## src/rtl/sprite_rom_arbiter_if.sv

```systemverilog
// Request/grant, image-ROM port and tagged read-return signals of sprite_rom_arbiter.
// The master side belongs to the draw stages and the ROM; the slave side belongs to the arbiter.
interface sprite_rom_arbiter_if #(
    parameter int N_REQ  = 4,
    parameter int ADDR_W = 12,
    parameter int DATA_W = 12
);
    logic                      arb_en;
    logic [N_REQ-1:0]          req;
    logic [N_REQ*ADDR_W-1:0]   req_addr;
    logic [N_REQ-1:0]          gnt;
    logic                      rom_en;
    logic [ADDR_W-1:0]         rom_addr;
    logic [DATA_W-1:0]         rom_data;
    logic [N_REQ-1:0]          rd_valid;
    logic [DATA_W-1:0]         rd_data;

    modport master (
        output arb_en, req, req_addr, rom_data,
        input  gnt, rom_en, rom_addr, rd_valid, rd_data
    );

    modport slave (
        input  arb_en, req, req_addr, rom_data,
        output gnt, rom_en, rom_addr, rd_valid, rd_data
    );
endinterface

```

## src/rtl/sprite_rom_arbiter.sv

```systemverilog
// Shares one synchronous image-ROM read port between N_REQ draw stages (round-robin, one grant/cycle).
// Define SPRITE_ROM_ARB_FIXED_PRI_EN to use fixed lowest-index-wins priority instead of round-robin.
module sprite_rom_arbiter #(
    parameter int N_REQ  = 4,
    parameter int ADDR_W = 12,
    parameter int DATA_W = 12,
    parameter int RD_LAT = 2
) (
    input  logic                clk,
    input  logic                rst,
    sprite_rom_arbiter_if.slave bus
);
    logic [N_REQ-1:0]            gnt;
    logic                        rom_en_q;
    logic [ADDR_W-1:0]           rom_addr_q;
    logic [ADDR_W-1:0]           rom_addr_d;
    logic [RD_LAT:0][N_REQ-1:0]  tag_q;
    logic [DATA_W-1:0]           rd_data;

    function automatic logic [ADDR_W-1:0] addr_mux(input logic [N_REQ*ADDR_W-1:0] addrs,
                                                   input logic [N_REQ-1:0]        oh);
        logic [ADDR_W-1:0] a;
        a = '0;
        for (int k = 0; k < N_REQ; k++)
            if (oh[k]) a = addrs[k*ADDR_W +: ADDR_W];
        return a;
    endfunction

`ifdef SPRITE_ROM_ARB_FIXED_PRI_EN
    // Lowest set bit wins; isolating it keeps gnt one-hot without a priority chain.
    always_comb begin
        gnt = '0;
        if (!rst && bus.arb_en) gnt = bus.req & (~bus.req + 1'b1);
    end
`else
    localparam int PTR_W = (N_REQ > 1) ? $clog2(N_REQ) : 1;
    localparam int SUM_W = PTR_W + 1;

    logic [PTR_W-1:0] ptr_q;
    logic [PTR_W-1:0] ptr_d;

    // Scan ptr, ptr+1, ... with an explicit wrap so non-power-of-two N_REQ never indexes past the end.
    function automatic logic [N_REQ-1:0] rr_pick(input logic [N_REQ-1:0] r,
                                                 input logic [PTR_W-1:0] p);
        logic [N_REQ-1:0] g;
        logic [SUM_W-1:0] sum;
        logic [PTR_W-1:0] idx;
        logic             done;
        g    = '0;
        done = 1'b0;
        for (int k = 0; k < N_REQ; k++) begin
            sum = {1'b0, p} + SUM_W'(k);
            if (sum >= SUM_W'(N_REQ)) sum = sum - SUM_W'(N_REQ);
            idx = sum[PTR_W-1:0];
            if (!done && r[idx]) begin
                g[idx] = 1'b1;
                done   = 1'b1;
            end
        end
        return g;
    endfunction

    function automatic logic [PTR_W-1:0] oh2idx(input logic [N_REQ-1:0] oh);
        logic [PTR_W-1:0] i;
        i = '0;
        for (int k = 0; k < N_REQ; k++)
            if (oh[k]) i = PTR_W'(k);
        return i;
    endfunction

    always_comb begin
        gnt   = '0;
        ptr_d = ptr_q;
        if (!rst && bus.arb_en) gnt = rr_pick(bus.req, ptr_q);
        if (|gnt) begin
            if (oh2idx(gnt) == PTR_W'(N_REQ - 1)) ptr_d = '0;
            else                                  ptr_d = oh2idx(gnt) + 1'b1;
        end
    end

    always_ff @(posedge clk or posedge rst) begin
        if (rst) ptr_q <= '0;
        else     ptr_q <= ptr_d;
    end
`endif

    assign rom_addr_d = (|gnt) ? addr_mux(bus.req_addr, gnt) : rom_addr_q;

    // Issue stage registers the ROM request; tag_q[0] travels with rom_en, tag_q[RD_LAT] meets rom_data.
    always_ff @(posedge clk or posedge rst) begin
        if (rst) begin
            rom_en_q   <= 1'b0;
            rom_addr_q <= '0;
            tag_q      <= '0;
        end else begin
            rom_en_q   <= |gnt;
            rom_addr_q <= rom_addr_d;
            tag_q      <= {tag_q[RD_LAT-1:0], gnt};
        end
    end

    assign rd_data      = bus.rom_data;
    assign bus.gnt      = gnt;
    assign bus.rom_en   = rom_en_q;
    assign bus.rom_addr = rom_addr_q;
    assign bus.rd_valid = tag_q[RD_LAT];
    assign bus.rd_data  = rd_data;
endmodule
```

## src/flat_wrapper.sv

```systemverilog
// flat-port wrapper written by rule: the top's interface ports become plain ports
module sprite_rom_arbiter_flat 
#(
    parameter int N_REQ  = 4,
    parameter int ADDR_W = 12,
    parameter int DATA_W = 12,
    parameter int RD_LAT = 2
)
  (clk, rst, bus_arb_en, bus_req, bus_req_addr, bus_rom_data, bus_gnt, bus_rom_en, bus_rom_addr, bus_rd_valid, bus_rd_data);
  sprite_rom_arbiter_if #(.N_REQ(N_REQ), .ADDR_W(ADDR_W), .DATA_W(DATA_W)) bus_i ();
  input  logic clk;
  input  logic rst;
  input wire logic [$bits(bus_i.arb_en)-1:0] bus_arb_en;
  input wire logic [$bits(bus_i.req)-1:0] bus_req;
  input wire logic [$bits(bus_i.req_addr)-1:0] bus_req_addr;
  input wire logic [$bits(bus_i.rom_data)-1:0] bus_rom_data;
  output wire logic [$bits(bus_i.gnt)-1:0] bus_gnt;
  output wire logic [$bits(bus_i.rom_en)-1:0] bus_rom_en;
  output wire logic [$bits(bus_i.rom_addr)-1:0] bus_rom_addr;
  output wire logic [$bits(bus_i.rd_valid)-1:0] bus_rd_valid;
  output wire logic [$bits(bus_i.rd_data)-1:0] bus_rd_data;
  assign bus_i.arb_en = bus_arb_en;
  assign bus_i.req = bus_req;
  assign bus_i.req_addr = bus_req_addr;
  assign bus_i.rom_data = bus_rom_data;
  assign bus_gnt = bus_i.gnt;
  assign bus_rom_en = bus_i.rom_en;
  assign bus_rom_addr = bus_i.rom_addr;
  assign bus_rd_valid = bus_i.rd_valid;
  assign bus_rd_data = bus_i.rd_data;
  sprite_rom_arbiter #(.N_REQ(N_REQ), .ADDR_W(ADDR_W), .DATA_W(DATA_W), .RD_LAT(RD_LAT)) u_core (.clk(clk), .rst(rst), .bus(bus_i));
endmodule
```

## config.mk

```make
export PLATFORM = sky130hd
export DESIGN_NAME = sprite_rom_arbiter_flat
export DESIGN_NICKNAME = d
export VERILOG_FILES = /design/src/rtl/sprite_rom_arbiter_if.sv /design/src/rtl/sprite_rom_arbiter.sv /design/src/flat_wrapper.sv
export SDC_FILE = /design/constraint.sdc
export NUM_CORES = 1
export LEC_CHECK = 0
export BUFFER_PORTS_ARGS = -buffer_cell sky130_fd_sc_hd__buf_2
export CORE_UTILIZATION = 48
export CTS_CLUSTER_SIZE = 24
export DETAILED_ROUTE_END_ITERATION = 10
export PLACE_DENSITY = 0.95
export SLEW_MARGIN = 40
export SYNTH_ARGS = -nofsm -noshare
export SYNTH_HDL_FRONTEND = slang
export SYNTH_SLANG_ARGS = --single-unit
```

## constraint.sdc

```tcl
create_clock -name clk -period 7.4 [get_ports clk]
set_clock_uncertainty 0.2 [all_clocks]
set_input_delay 0.37 -clock clk [delete_from_list [all_inputs] [get_ports clk]]
set_output_delay 0.37 -clock clk [all_outputs]
set_load 0.005 [all_outputs]
```

==> Flow_metrics.wiki, run 1 <==
{| class="wikitable"
! Metric !! Value
|-
| Min-Delay Path Depth || 3
|-
| Power density cells || 377 mW/mm2
|-
| Post-synthesis to final-layout area growth || 18.4%
|-
| Area of the die || 0.00408 mm2
|-
| Peak supply drop || 0.214 mV
|-
| CTS tree || built
|-
| IO Port Bufs || 75
|-
| Reg-to-reg critical path endpoint || u_core.bus.rom_addr[5]
|-
| Placed cell area || around 0.0021 mm2
|-
| Register bit count reported by yosys || 27
|-
| Number of I/O pins || 100
|-
| Cell count after placement || between 200 and 300
|-
| # rows || 22
|-
| Pre-CTS setup slack || 3.80 ns
|-
| Finished Cell Area || 0.00217 mm2
|-
| Count of unique library cells instantiated by Yosys || 34
|-
| Maximum achievable frequency || about 250 MHz
|-
| Result of the run || complete, no violations
|-
| Largest buffer count on any clock path || 2
|-
| Layout Cells excl Fill || 304
|-
| Unrepaired setup endpoints after global routing || false
|-
| Clock-pin slew reported for the worst setup and hold paths after clock tree synthesis || 0.09 ns
|-
| X dimension of the die || 63.9 um
|-
| Endpoint of the worst hold path || u_core.bus.rom_addr[9]
|-
| Post-Syn Area || roughly 0.0018 mm2
|-
| Avg Inst Size Synth || around 9.1 um2
|-
| Slew at the pin closest to its max-slew limit || 0.595 ns
|-
| Leak pwr || 1.07 nW
|-
| Slew headroom || 60.3%
|-
| Gate count after technology mapping || 202
|-
| Required arrival time at the worst endpoint || 6.83 ns
|-
| Number of vias after detailed routing || 1,715
|-
| Arrival time worst endpoint || 3.38 ns
|-
| Placeable Area || 0.00366 mm2
|-
| Average wire per standard cell || 14.4 um
|-
| Depth of the CTS H-tree || 1
|-
| First drt pass iteration count || 4
|-
| Total DRC errors in the routed layout || 0
|-
| Critical R2R Launch || u_core.ptr_q[0]
|-
| # setup viols final || 0
|-
| Total length of routed wires || 4.38 mm
|-
| Starting density of the core || 50.2%
|-
| Flop2flop setup slack || between 3 and 4 ns
|-
| Fraction of final layout cells with drive strength greater than 1 || between 30 and 40%
|-
| Number of nets in the layout || 331
|-
| Count of final hold-check violations || 0
|-
| Start point of the worst min-delay path || bus_req_addr[45]
|-
| Crit start category || flop
|-
| DRC marker count from the first detailed-route iteration || just over 100
|-
| Final worst slack || 3.45 ns
|-
| Number of vias per cell after detailed routing || 5.64
|-
| Post-Route Setup TNS || 0 ns
|-
| All-layer global routing usage || about 23%
|-
| Sum of overflow across all layers after global routing || 0
|-
| Total clock buffers created by CTS || 3
|-
| Crit path kind || flop to primary output
|-
| Type of element capturing the critical path || primary output
|-
| Diode count || 0
|-
| Half-perimeter wire length after detailed placement || between 3 and 4 mm
|-
| Antenna-violating nets left || 0
|-
| Total of warnings raised by yosys || 0
|-
| Worst-Skew Late Latency || 0.27 ns
|-
| Class of the tightest hold or removal check || input port to flop
|-
| Critical Path Fanout Max || 28
|-
| Post-CTS setup-driven buffer insertion count || 0
|-
| Number of global-route vias before repair || 1,588
|-
| Clock tree sinks || 27
|-
| Wire length of the first global-routing pass || 7.28 mm
|-
| Placer's final routability congestion estimate || about 0.89
|-
| Filler cell count in the final layout || 331
|-
| Number of max-slew violations in the final report || 0
|-
| Maximum number of pins on one net before global-route repair || 29
|-
| Reported max-cap violation count || 0
|-
| Floorplan die height || 63.9 um
|-
| Root Buffer || sky130_fd_sc_hd__clkbuf_8
|-
| Number of antenna violations at the first check in global routing || 0
|-
| Final critical-path share of the clock period || 53.4%
|-
| Sequential area share after synthesis || 36.8%
|-
| Worst reg2reg path depth || 9
|-
| Total nets after synthesis || 276
|-
| Shortest period the worst path allows || ~4.0 ns
|}
layer usage:
layer	wire (um)	vias to the layer above	global-route usage (%)
li1	-	823	-
met1	1850	804	29.6
met2	2140	78	37.0
met3	324	10	3.04
met4	65	0	14.2
met5	0	-	0
cell usage after synthesis:
library cell                number  area share (%)
sky130_fd_sc_hd__dfrtp_1        27              37
sky130_fd_sc_hd__nor2_1         31             6.3
sky130_fd_sc_hd__o31ai_2         2             1.4
sky130_fd_sc_hd__nor3b_1         3             1.2
sky130_fd_sc_hd__a21oi_1         3            0.82
sky130_fd_sc_hd__mux4_2          2             2.5
sky130_fd_sc_hd__a221o_1         1            0.54
sky130_fd_sc_hd__a221oi_1        2            0.95
sky130_fd_sc_hd__a2111oi_4       1             1.5
sky130_fd_sc_hd__o22a_1          1            0.48
sky130_fd_sc_hd__buf_4          16             6.5
sky130_fd_sc_hd__o31ai_1        10             4.1
sky130_fd_sc_hd__a22o_1          1            0.48
sky130_fd_sc_hd__a211o_1         1            0.48
sky130_fd_sc_hd__and2_1          1            0.34
sky130_fd_sc_hd__buf_6           1            0.61
sky130_fd_sc_hd__nor2b_1         3             1.0
sky130_fd_sc_hd__a21boi_0        1            0.41
sky130_fd_sc_hd__ha_1            7             4.8
sky130_fd_sc_hd__a32oi_1         1            0.48
sky130_fd_sc_hd__and3b_1         2            0.95
sky130_fd_sc_hd__a221oi_2        1            0.82
sky130_fd_sc_hd__a32o_1         12             6.5
sky130_fd_sc_hd__clkbuf_1        2            0.41
sky130_fd_sc_hd__o21ai_0         6             1.6
sky130_fd_sc_hd__a21o_1          1            0.41
sky130_fd_sc_hd__a211oi_2        1            0.68
sky130_fd_sc_hd__nor3_1          1            0.27
sky130_fd_sc_hd__or2_2           1            0.34
sky130_fd_sc_hd__inv_1           5             1.0
sky130_fd_sc_hd__nor3b_4         1             1.0
sky130_fd_sc_hd__buf_2           8             2.2
sky130_fd_sc_hd__a211oi_1       13             5.3
sky130_fd_sc_hd__nand2_1        33             6.7
area by class of cell:
type	count	area (um2)	share of cell area (%)
inverter	5	18.8	0.863
multi-input combinational	143	981	45.1
timing repair buffer	77	393	18.1
sequential	27	676	31.1
tap	48	60.1	2.76
clock buffer	3	41.3	1.90
clock inverter	1	5.00	0.230
critical path, cell delays in order (launching register included):
cell	delay [ns]
sky130_fd_sc_hd__dfrtp_1	0.62
sky130_fd_sc_hd__inv_1	0.19
sky130_fd_sc_hd__ha_1	0.38
sky130_fd_sc_hd__mux4_2	0.37
sky130_fd_sc_hd__a211oi_2	0.55
sky130_fd_sc_hd__a221oi_1	0.26
sky130_fd_sc_hd__nor2_4	0.51
sky130_fd_sc_hd__buf_2	0.22
power by group:
part | switching [mW] | internal, mW
combinational | 0.283 | 0.210
sequential | 0.0399 | 0.206
clock | 0.0430 | 0.0377
state kept, by name, indices dropped and copies added (netlist names):
signal and count:
u_core.ptr_q 2, u_core.bus.rom_addr 12, u_core.bus.rd_valid 4, u_core.bus.rom_en 1
u_core.tag_q 8
stage by stage:
step	total power [mW]	hold WS (ns)	utilization [%]
after CTS	0.815	0.0909	59.3
after floorplan	0.615	0.131	-
after global routing	0.889	0.0961	59.4
after detailed placement	0.733	0.136	57.8
final	0.819	0.0979	59.4
after global placement	0.707	0.132	57.5
what timing repair did:
| action | in CTS | in global routing |
|---|---|---|
| hold buffers | 1 | 0 |
| hold endpoints to repair | 27 | 0 |
| resized for setup | 0 | 0 |
logic make-up (layout without fill, tap and decap cells):
kind of cell	count (synthesis)	count (layout)	share of synthesized area, %
flops	27	27	36.8
mux	2	2	2.45
fa+ha+maj	7	7	4.77
buf+inv	32	86	10.8
simple gates	76	76	18.3
compound gates	58	58	27.0
worst max-delay path by stage:
stage,to,cells past startpoint,start
after floorplan,bus_gnt[3],8,u_core.ptr_q[0]
after global placement,bus_gnt[3],7,u_core.ptr_q[0]
after detailed placement,u_core.bus.rom_addr[5],9,u_core.ptr_q[0]
after CTS,bus_gnt[3],7,u_core.ptr_q[0]
after global routing,bus_gnt[3],7,u_core.ptr_q[0]
final,bus_gnt[3],7,u_core.ptr_q[0]
cell usage in the layout (no fill, tap or decap), types with 2 or more instances in the layout:
master	instances
sky130_fd_sc_hd__nand2_1	33
sky130_fd_sc_hd__ha_1	7
sky130_fd_sc_hd__clkbuf_8	3
sky130_fd_sc_hd__a221oi_1	2
sky130_fd_sc_hd__mux4_2	2
sky130_fd_sc_hd__nor3b_1	3
sky130_fd_sc_hd__dfrtp_1	27
sky130_fd_sc_hd__a21oi_2	2
sky130_fd_sc_hd__inv_1	4
sky130_fd_sc_hd__a211oi_1	13
sky130_fd_sc_hd__nor2_1	30
sky130_fd_sc_hd__buf_2	75
sky130_fd_sc_hd__a32o_1	12
sky130_fd_sc_hd__and3b_1	2
sky130_fd_sc_hd__o31ai_1	10
sky130_fd_sc_hd__o21ai_0	6
sky130_fd_sc_hd__o31ai_2	2
sky130_fd_sc_hd__nor2b_1	2
Note: power is estimated with default switching activity, not from simulation.
==> run 2: changes to the inputs <==
--- a/config.mk
+++ b/config.mk
@@ -6,10 +6,10 @@
 export NUM_CORES = 1
 export LEC_CHECK = 0
 export BUFFER_PORTS_ARGS = -buffer_cell sky130_fd_sc_hd__buf_2
-export CORE_UTILIZATION = 48
+export CORE_UTILIZATION = 40
 export CTS_CLUSTER_SIZE = 24
 export DETAILED_ROUTE_END_ITERATION = 10
-export PLACE_DENSITY = 0.95
+export PLACE_DENSITY = 0.86
 export SLEW_MARGIN = 40
 export SYNTH_ARGS = -nofsm -noshare
 export SYNTH_HDL_FRONTEND = slang
==> constraint.sdc (replaced) <==
create_clock -name clk -period 3.5 [get_ports clk]
set_clock_uncertainty 0.2 [all_clocks]
set_input_delay 0.175 -clock clk [delete_from_list [all_inputs] [get_ports clk]]
set_output_delay 0.175 -clock clk [all_outputs]
set_load 0.005 [all_outputs]
==> Flow_metrics.wiki, run 2 (synthesis results as in run 1) <==
{| class="wikitable"
! Metric !! Value
|-
| Power density cells || 756 mW/mm2 (was 377 mW/mm2)
|-
| Global routing usage on met2 || 30.6% (was 37.0%)
|-
| Result of the run || complete, no violations (unchanged)
|-
| Clock-pin slew reported for the worst setup and hold paths after clock tree synthesis || 0.08 ns (was 0.09 ns)
|-
| All-layer global routing usage || 18.8% (was 23.2%)
|-
| Met1 routing resource usage after global routing || 24.1% (was 29.6%)
|-
| Slew headroom || 63.7% (was 60.3%)
|-
| Clock tree sinks || 27 (unchanged)
|-
| Worst-path cell with the longest stage delay || sky130_fd_sc_hd__a221o_1 (was sky130_fd_sc_hd__dfrtp_1)
|-
| Final worst slack || 0.270 ns (was 3.45 ns)
|-
| CTS tree || built (unchanged)
|-
| Number of max-slew violations in the final report || 0 (unchanged)
|-
| Arrival time worst endpoint || 2.86 ns (was 3.38 ns)
|-
| Worst-Skew Late Latency || 0.26 ns (was 0.27 ns)
|-
| Finished Cell Area || 0.00233 mm2 (was 0.00217 mm2)
|-
| Antenna-violating nets left || 0 (unchanged)
|-
| Reg-to-reg critical path endpoint || u_core.bus.rom_addr[1] (was u_core.bus.rom_addr[5])
|-
| Total DRC errors in the routed layout || 0 (unchanged)
|-
| Fraction of final layout cells with drive strength greater than 1 || 35.4% (was 36.7%)
|-
| Ordered list of cells on the worst path || inv_1, ha_1, mux4_2, a211oi_2, a221o_1, nand2_1, inv_1, buf_2 (was inv_1, ha_1, mux4_2, a211oi_2, a221oi_1, nor2_4, buf_2)
|-
| Class of the tightest hold or removal check || input port to flop (unchanged)
|-
| Start point of the worst min-delay path || bus_req_addr[4] (was bus_req_addr[45])
|-
| Cell count after placement || 309 (was 299)
|-
| Average wire per standard cell || 13.8 um (was 14.4 um)
|-
| Post-CTS setup-driven buffer insertion count || 0 (unchanged)
|-
| Routing layer with the top usage in global route || met2 (unchanged)
|-
| Worst reg2reg path depth || 9 (unchanged)
|-
| Cell mode on critical path || sky130_fd_sc_hd__inv_1
|-
| Flip-flop count of the largest register after layout || 12 (unchanged)
|-
| Total clock buffers created by CTS || 3 (unchanged)
|-
| Met3 usage in global routing || 3.34% (was 3.04%)
|-
| Buf/Inv on CP || 3 (was 2)
|-
| Post-Route Setup TNS || 0 ns (unchanged)
|-
| Critical Path Fanout Max || 13 (was 28)
|-
| Number of I/O pins || 100 (unchanged)
|-
| Final critical-path share of the clock period || approximately 90%
|-
| First drt pass iteration count || 4 (unchanged)
|-
| Leak pwr || 1.15 nW (was 1.07 nW)
|-
| Reported max-cap violation count || 0 (unchanged)
|-
| Required arrival time at the worst endpoint || 3.12 ns (was 6.83 ns)
|-
| Root Buffer || sky130_fd_sc_hd__clkbuf_8 (unchanged)
|-
| Peak supply drop || 0.303 mV (was 0.214 mV)
|-
| Slew at the pin closest to its max-slew limit || 0.543 ns (was 0.595 ns)
|-
| Endpoint of the worst hold path || u_core.bus.rom_addr[4] (was u_core.bus.rom_addr[9])
|-
| Leading cell type in the layout, fill and taps excluded || sky130_fd_sc_hd__buf_2 (unchanged)
|-
| Floorplan die height || 69.8 um (was 63.9 um)
|-
| Number of nets in the layout || 349 (was 331)
|-
| Maximum achievable frequency || slightly above 300 MHz
|-
| Diode count || 0 (unchanged)
|-
| Half-perimeter wire length after detailed placement || 3.50 mm (was 3.43 mm)
|-
| Largest buffer count on any clock path || 2 (unchanged)
|-
| Post-synthesis to final-layout area growth || 27.1% (was 18.4%)
|-
| Number of vias per cell after detailed routing || 5.28 (was 5.64)
|-
| Placer's final routability congestion estimate || 0.924 (was 0.892)
|-
| Number of global-route vias before repair || 1,587 (was 1,588)
|-
| Layout Cells excl Fill || 326 (was 304)
|-
| Unrepaired setup endpoints after global routing || false (unchanged)
|-
| IO Port Bufs || 75 (unchanged)
|-
| Total length of routed wires || 4.51 mm (was 4.38 mm)
|-
| Starting density of the core || 41.9% (was 50.2%)
|-
| Number of antenna violations at the first check in global routing || 0 (unchanged)
|-
| Utilization after layout || 53.3% (was 59.4%)
|-
| Shortest period the worst path allows || around 3.2 ns
|-
| # rows || 24 (was 22)
|-
| X dimension of the die || 69.8 um (was 63.9 um)
|-
| Count of final hold-check violations || 0 (unchanged)
|-
| Wire length of the first global-routing pass || 7.31 mm (was 7.28 mm)
|-
| Placeable Area || 0.00438 mm2 (was 0.00366 mm2)
|-
| Depth of the CTS H-tree || 1 (unchanged)
|-
| Crit path kind || flop to primary output (unchanged)
|-
| Critical R2R Launch || u_core.ptr_q[0] (unchanged)
|-
| Total power draw || 1.77 mW (was 0.819 mW)
|-
| Number of vias after detailed routing || 1,722 (was 1,715)
|-
| Maximum cell stage delay along the critical path || 0.55 ns (was 0.62 ns)
|-
| Area of the die || 0.00487 mm2 (was 0.00408 mm2)
|-
| Min-Delay Path Depth || 3 (unchanged)
|-
| Type of element capturing the critical path || primary output (unchanged)
|-
| Pre-CTS setup slack || 0.223 ns (was 3.80 ns)
|-
| DRC marker count from the first detailed-route iteration || 122 (was 102)
|-
| Crit start category || flop (unchanged)
|-
| CP delay by family, top || compound AO/OA/AOI/OAI gates (unchanged)
|-
| Sum of overflow across all layers after global routing || 0 (unchanged)
|-
| Commonest cells after routing, fill and taps aside || sky130_fd_sc_hd__buf_2 (75), sky130_fd_sc_hd__nand2_1 (33), sky130_fd_sc_hd__nor2_1 (30) (unchanged)
|-
| Maximum number of pins on one net before global-route repair || 29 (unchanged)
|-
| Worst-case hold slack || 0.0842 ns (was 0.0979 ns)
|-
| Flop2flop setup slack || 0.29 ns (was 3.72 ns)
|-
| Placed cell area || 0.00216 mm2 (was 0.00211 mm2)
|-
| # setup viols final || 0 (unchanged)
|}
run 2: changes by cell type in the layout (fill, tap and decap cells not counted), sizes merged:
cell	delta
dlygate4sd3	+12
buf	+6
clkbuf	+1
clkinv	-1
run 2: area by class of cell:
| cell class | count | area [um2] |
|---|---|---|
| Fill cell | 406 | 2050 |
| Multi-Input combinational cell | 143 | 972 |
| Sequential cell | 27 | 676 |
| Timing Repair Buffer | 95 | 558 |
| Tap cell | 52 | 65.1 |
| Clock buffer | 4 | 45.0 |
| Inverter | 5 | 18.8 |
run 2: what timing repair did:
| action | CTS | global route |
|---|---|---|
| hold buffers | 13 | 0 |
| resized for setup | 0 | 0 |
| hold endpoints to repair | 39 | 0 |
run 2: layer usage:
metal	up-vias	part of all wire, %
met4	0	2.6
met5	-	0
met3	12	6.3
li1	861	-
met1	780	44
met2	69	47
run 2: worst register-to-register path, stage by stage (launching register included):
cell                        delay, ns
sky130_fd_sc_hd__dfrtp_1         0.40
sky130_fd_sc_hd__inv_1           0.14
sky130_fd_sc_hd__ha_1            0.28
sky130_fd_sc_hd__mux4_2          0.36
sky130_fd_sc_hd__nor2b_1         0.16
sky130_fd_sc_hd__a22o_1          0.22
sky130_fd_sc_hd__a2111oi_4       0.40
sky130_fd_sc_hd__nor3b_4         0.50
sky130_fd_sc_hd__a211oi_1        0.17
sky130_fd_sc_hd__o31ai_1         0.28
run 2: power by group:
group / switching [mW] / total (mW) / internal [mW]
sequential: 0.0534 / 0.489 / 0.435
combinational: 0.625 / 1.11 / 0.482
clock: 0.0871 / 0.168 / 0.0814
total: 0.766 / 1.77 / 0.999
run 2: worst max path at each step:
stage / startpoint / endpoint / slack, ns / depth (start not counted)
final: u_core.ptr_q[0] / bus_gnt[1] / 0.27 / 8
after global routing: u_core.ptr_q[0] / bus_gnt[1] / 0.1 / 8
after CTS: u_core.ptr_q[0] / u_core.bus.rom_addr[1] / 0.18 / 8
after detailed placement: u_core.ptr_q[0] / u_core.bus.rom_addr[1] / 0.22 / 8
after global placement: u_core.ptr_q[0] / u_core.bus.rom_addr[8] / 0.38 / 8
after floorplan: u_core.ptr_q[0] / u_core.bus.rom_addr[11] / 0.43 / 11
==> run 3: changes to the inputs <==
--- a/config.mk
+++ b/config.mk
@@ -9,6 +9,7 @@
 export CORE_UTILIZATION = 40
 export CTS_CLUSTER_SIZE = 24
 export DETAILED_ROUTE_END_ITERATION = 10
+export GPL_TIMING_DRIVEN = 0
 export PLACE_DENSITY = 0.86
 export SLEW_MARGIN = 40
 export SYNTH_ARGS = -nofsm -noshare
==> Flow_metrics.wiki, run 3 (synthesis results as in run 1) <==
{| class="wikitable"
! Metric !! Value
|-
| Half-perimeter wire length after detailed placement || 3.72 mm (was 3.50 mm)
|-
| Slew headroom || 58.1% (was 63.7%)
|-
| Number of antenna violations at the first check in global routing || 0 (unchanged)
|-
| Buf/Inv on CP || 4 (was 3)
|-
| Count of final hold-check violations || 0 (unchanged)
|-
| Total power draw || 1.90 mW (was 1.77 mW)
|-
| Peak supply drop || 0.355 mV (was 0.303 mV)
|-
| # rows || 24 (unchanged)
|-
| X dimension of the die || 69.8 um (unchanged)
|-
| Worst-path cell with the longest stage delay || sky130_fd_sc_hd__o21ai_0 (was sky130_fd_sc_hd__a221o_1)
|-
| DRC marker count from the first detailed-route iteration || 150 (was 122)
|-
| Number of vias per cell after detailed routing || 5.22 (was 5.28)
|-
| Root Buffer || sky130_fd_sc_hd__clkbuf_8 (unchanged)
|-
| Type of element capturing the critical path || primary output (unchanged)
|-
| Clock-pin slew reported for the worst setup and hold paths after clock tree synthesis || 0.09 ns (was 0.08 ns)
|-
| Total DRC errors in the routed layout || 0 (unchanged)
|-
| Crit path kind || flop to primary output (unchanged)
|-
| Worst reg2reg path depth || 11 (was 9)
|-
| Result of the run || complete, no violations (unchanged)
|-
| IO Port Bufs || 87 (was 75)
|-
| Reported max-cap violation count || 0 (unchanged)
|-
| Worst-case hold slack || 0.0592 ns (was 0.0842 ns)
|-
| # setup viols final || 0 (unchanged)
|-
| Largest buffer count on any clock path || 2 (unchanged)
|-
| Diode count || 0 (unchanged)
|-
| Flip-flop count of the largest register after layout || 12 (unchanged)
|-
| Maximum number of pins on one net before global-route repair || 29 (unchanged)
|-
| Final critical-path share of the clock period || 97.4% (was 92.3%)
|-
| Shortest period the worst path allows || 3.41 ns (was 3.23 ns)
|-
| Starting density of the core || 41.9% (unchanged)
|-
| Average wire per standard cell || 13.7 um (was 13.8 um)
|-
| Placeable Area || 0.00438 mm2 (unchanged)
|-
| Slew at the pin closest to its max-slew limit || 0.623 ns (was 0.543 ns)
|-
| Depth of the CTS H-tree || 1 (unchanged)
|-
| Post-synthesis to final-layout area growth || 41.6% (was 27.1%)
|-
| Crit start category || flop (unchanged)
|-
| Cell mode on critical path || sky130_fd_sc_hd__buf_2 (was sky130_fd_sc_hd__inv_1)
|-
| Min-Delay Path Depth || 3 (unchanged)
|-
| Number of nets in the layout || 390 (was 349)
|-
| CTS tree || built (unchanged)
|-
| Cell count after placement || 341 (was 309)
|-
| CP delay by family, top || compound AO/OA/AOI/OAI gates (unchanged)
|-
| Critical Path Fanout Max || 10 (was 13)
|-
| Ordered list of cells on the worst path || buf_4, clkinvlp_4, ha_1, mux4_2, nand2_1, o21ai_0, a211o_1, buf_2, and2_1, buf_2 (was inv_1, ha_1, mux4_2, a211oi_2, a221o_1, nand2_1, inv_1, buf_2)
|-
| Placer's final routability congestion estimate || 0.846 (was 0.924)
|-
| Fraction of final layout cells with drive strength greater than 1 || 43.8% (was 35.4%)
|-
| Area of the die || 0.00487 mm2 (unchanged)
|-
| Wire length of the first global-routing pass || 7.80 mm (was 7.31 mm)
|-
| Power density cells || 732 mW/mm2 (was 756 mW/mm2)
|-
| Number of I/O pins || 100 (unchanged)
|-
| Floorplan die height || 69.8 um (unchanged)
|-
| Arrival time worst endpoint || 3.03 ns (was 2.86 ns)
|-
| Leak pwr || 1.32 nW (was 1.15 nW)
|-
| Maximum cell stage delay along the critical path || 0.51 ns (was 0.55 ns)
|-
| Filler cell count in the final layout || 401 (was 406)
|-
| Number of max-slew violations in the final report || 0 (unchanged)
|-
| Required arrival time at the worst endpoint || 3.12 ns (about the same)
|-
| Number of global-route vias before repair || 1,679 (was 1,587)
|-
| Class of the tightest hold or removal check || input port to flop (unchanged)
|-
| Leading cell type in the layout, fill and taps excluded || sky130_fd_sc_hd__buf_2 (unchanged)
|-
| Total length of routed wires || 5.02 mm (was 4.51 mm)
|-
| First drt pass iteration count || 4 (unchanged)
|-
| Worst path depth || 10 (was 8)
|-
| Layout Cells excl Fill || 367 (was 326)
|-
| Antenna-violating nets left || 0 (unchanged)
|-
| Sum of overflow across all layers after global routing || 0 (unchanged)
|-
| Maximum achievable frequency || 293 MHz (was 310 MHz)
|-
| All-layer global routing usage || 19.9% (was 18.8%)
|-
| Number of vias after detailed routing || 1,916 (was 1,722)
|-
| Total clock buffers created by CTS || 3 (unchanged)
|-
| Commonest cells after routing, fill and taps aside || sky130_fd_sc_hd__buf_2 (93), sky130_fd_sc_hd__nand2_1 (33), sky130_fd_sc_hd__nor2_1 (30) (was sky130_fd_sc_hd__buf_2 (75), sky130_fd_sc_hd__nand2_1 (33), sky130_fd_sc_hd__nor2_1 (30))
|-
| Worst-Skew Late Latency || 0.27 ns (was 0.26 ns)
|-
| Clock tree sinks || 27 (unchanged)
|}
-- run 3: changes by cell type in the layout (fill, tap and decap cells not counted), sizes merged --
cell,previous run,this run
inv,5,4
clkinvlp,0,1
buf,82,120
clkbuf,4,7
-- run 3: stage by stage --
| stage | utilization (%) | worst slack, ns | TNS, ns | area (um2) |
|---|---|---|---|---|
| finish | 59.3 | 0.0911 | 0 | 2600 |
| global route | 59.3 | -0.0263 | -0.0686 | 2600 |
| floorplan | - | 0.434 | 0 | 1840 |
| detailed placement | 53.3 | -0.0868 | -0.287 | 2340 |
| CTS | 57.7 | 0.000913 | 0 | 2530 |
| global placement | 53.3 | -0.0502 | -0.0502 | 2340 |
-- run 3: final cells by class --
type | instances | area, um2 | area share [%]
Multi-Input combinational cell | 143 | 973 | 37.4
Buffer | 27 | 184 | 7.07
Inverter | 5 | 22.5 | 0.866
Tap cell | 52 | 65.1 | 2.50
Timing Repair Buffer | 109 | 633 | 24.3
Clock buffer | 4 | 45.0 | 1.73
Sequential cell | 27 | 678 | 26.1
-- run 3: report_power, final --
part	switching [mW]	internal, mW
clock	0.0899	0.0815
sequential	0.0758	0.438
combinational	0.646	0.573
total	0.812	1.09
-- run 3: final timing paths --
| kind | startpoint | endpoint | slack [ns] |
|---|---|---|---|
| setup / recovery | u_core.ptr_q[0] | bus_gnt[2] | 0.09 |
| hold / removal | bus_req_addr[2] | u_core.bus.rom_addr[2] | 0.06 |
| setup reg to reg | u_core.ptr_q[0] | u_core.bus.rom_addr[9] | 0.13 |
| hold reg to reg | u_core.tag_q[7] | u_core.bus.rd_valid[3] | 0.15 |
| max in group asynchronous | rst | u_core.ptr_q[1] | 2.39 |
| min in group asynchronous | rst | u_core.bus.rom_addr[3] | 0.31 |
-- run 3: repair_timing --
item / 4_1_cts / 5_1_grt
hold endpoints to repair: 39 / 0
setup endpoints to repair: 17 / 16
pin swaps: 2 / 4
hold buffers: 13 / 0
resized for setup: 2 / 7
buffers inserted: 1 / 8
-- run 3: worst register-to-register path, stage by stage, from the launching register on --
cell and delay, ns:
sky130_fd_sc_hd__dfrtp_2 0.41, sky130_fd_sc_hd__buf_4 0.19, sky130_fd_sc_hd__clkinvlp_4 0.12, sky130_fd_sc_hd__ha_1 0.34
sky130_fd_sc_hd__mux4_2 0.38, sky130_fd_sc_hd__nor2b_1 0.17, sky130_fd_sc_hd__a22o_1 0.23, sky130_fd_sc_hd__a2111oi_4 0.45
sky130_fd_sc_hd__a21o_1 0.26, sky130_fd_sc_hd__clkbuf_4 0.23, sky130_fd_sc_hd__a211oi_1 0.07, sky130_fd_sc_hd__o31ai_1 0.23
-- run 3: routing by layer --
metal	track usage, %	part of all wire [%]	vias to the layer above
met1	27.8	44	882
li1	-	-	941
met2	32.1	48	85
met3	1.74	5.6	8
met5	0	0	-
met4	7.78	2.1	0
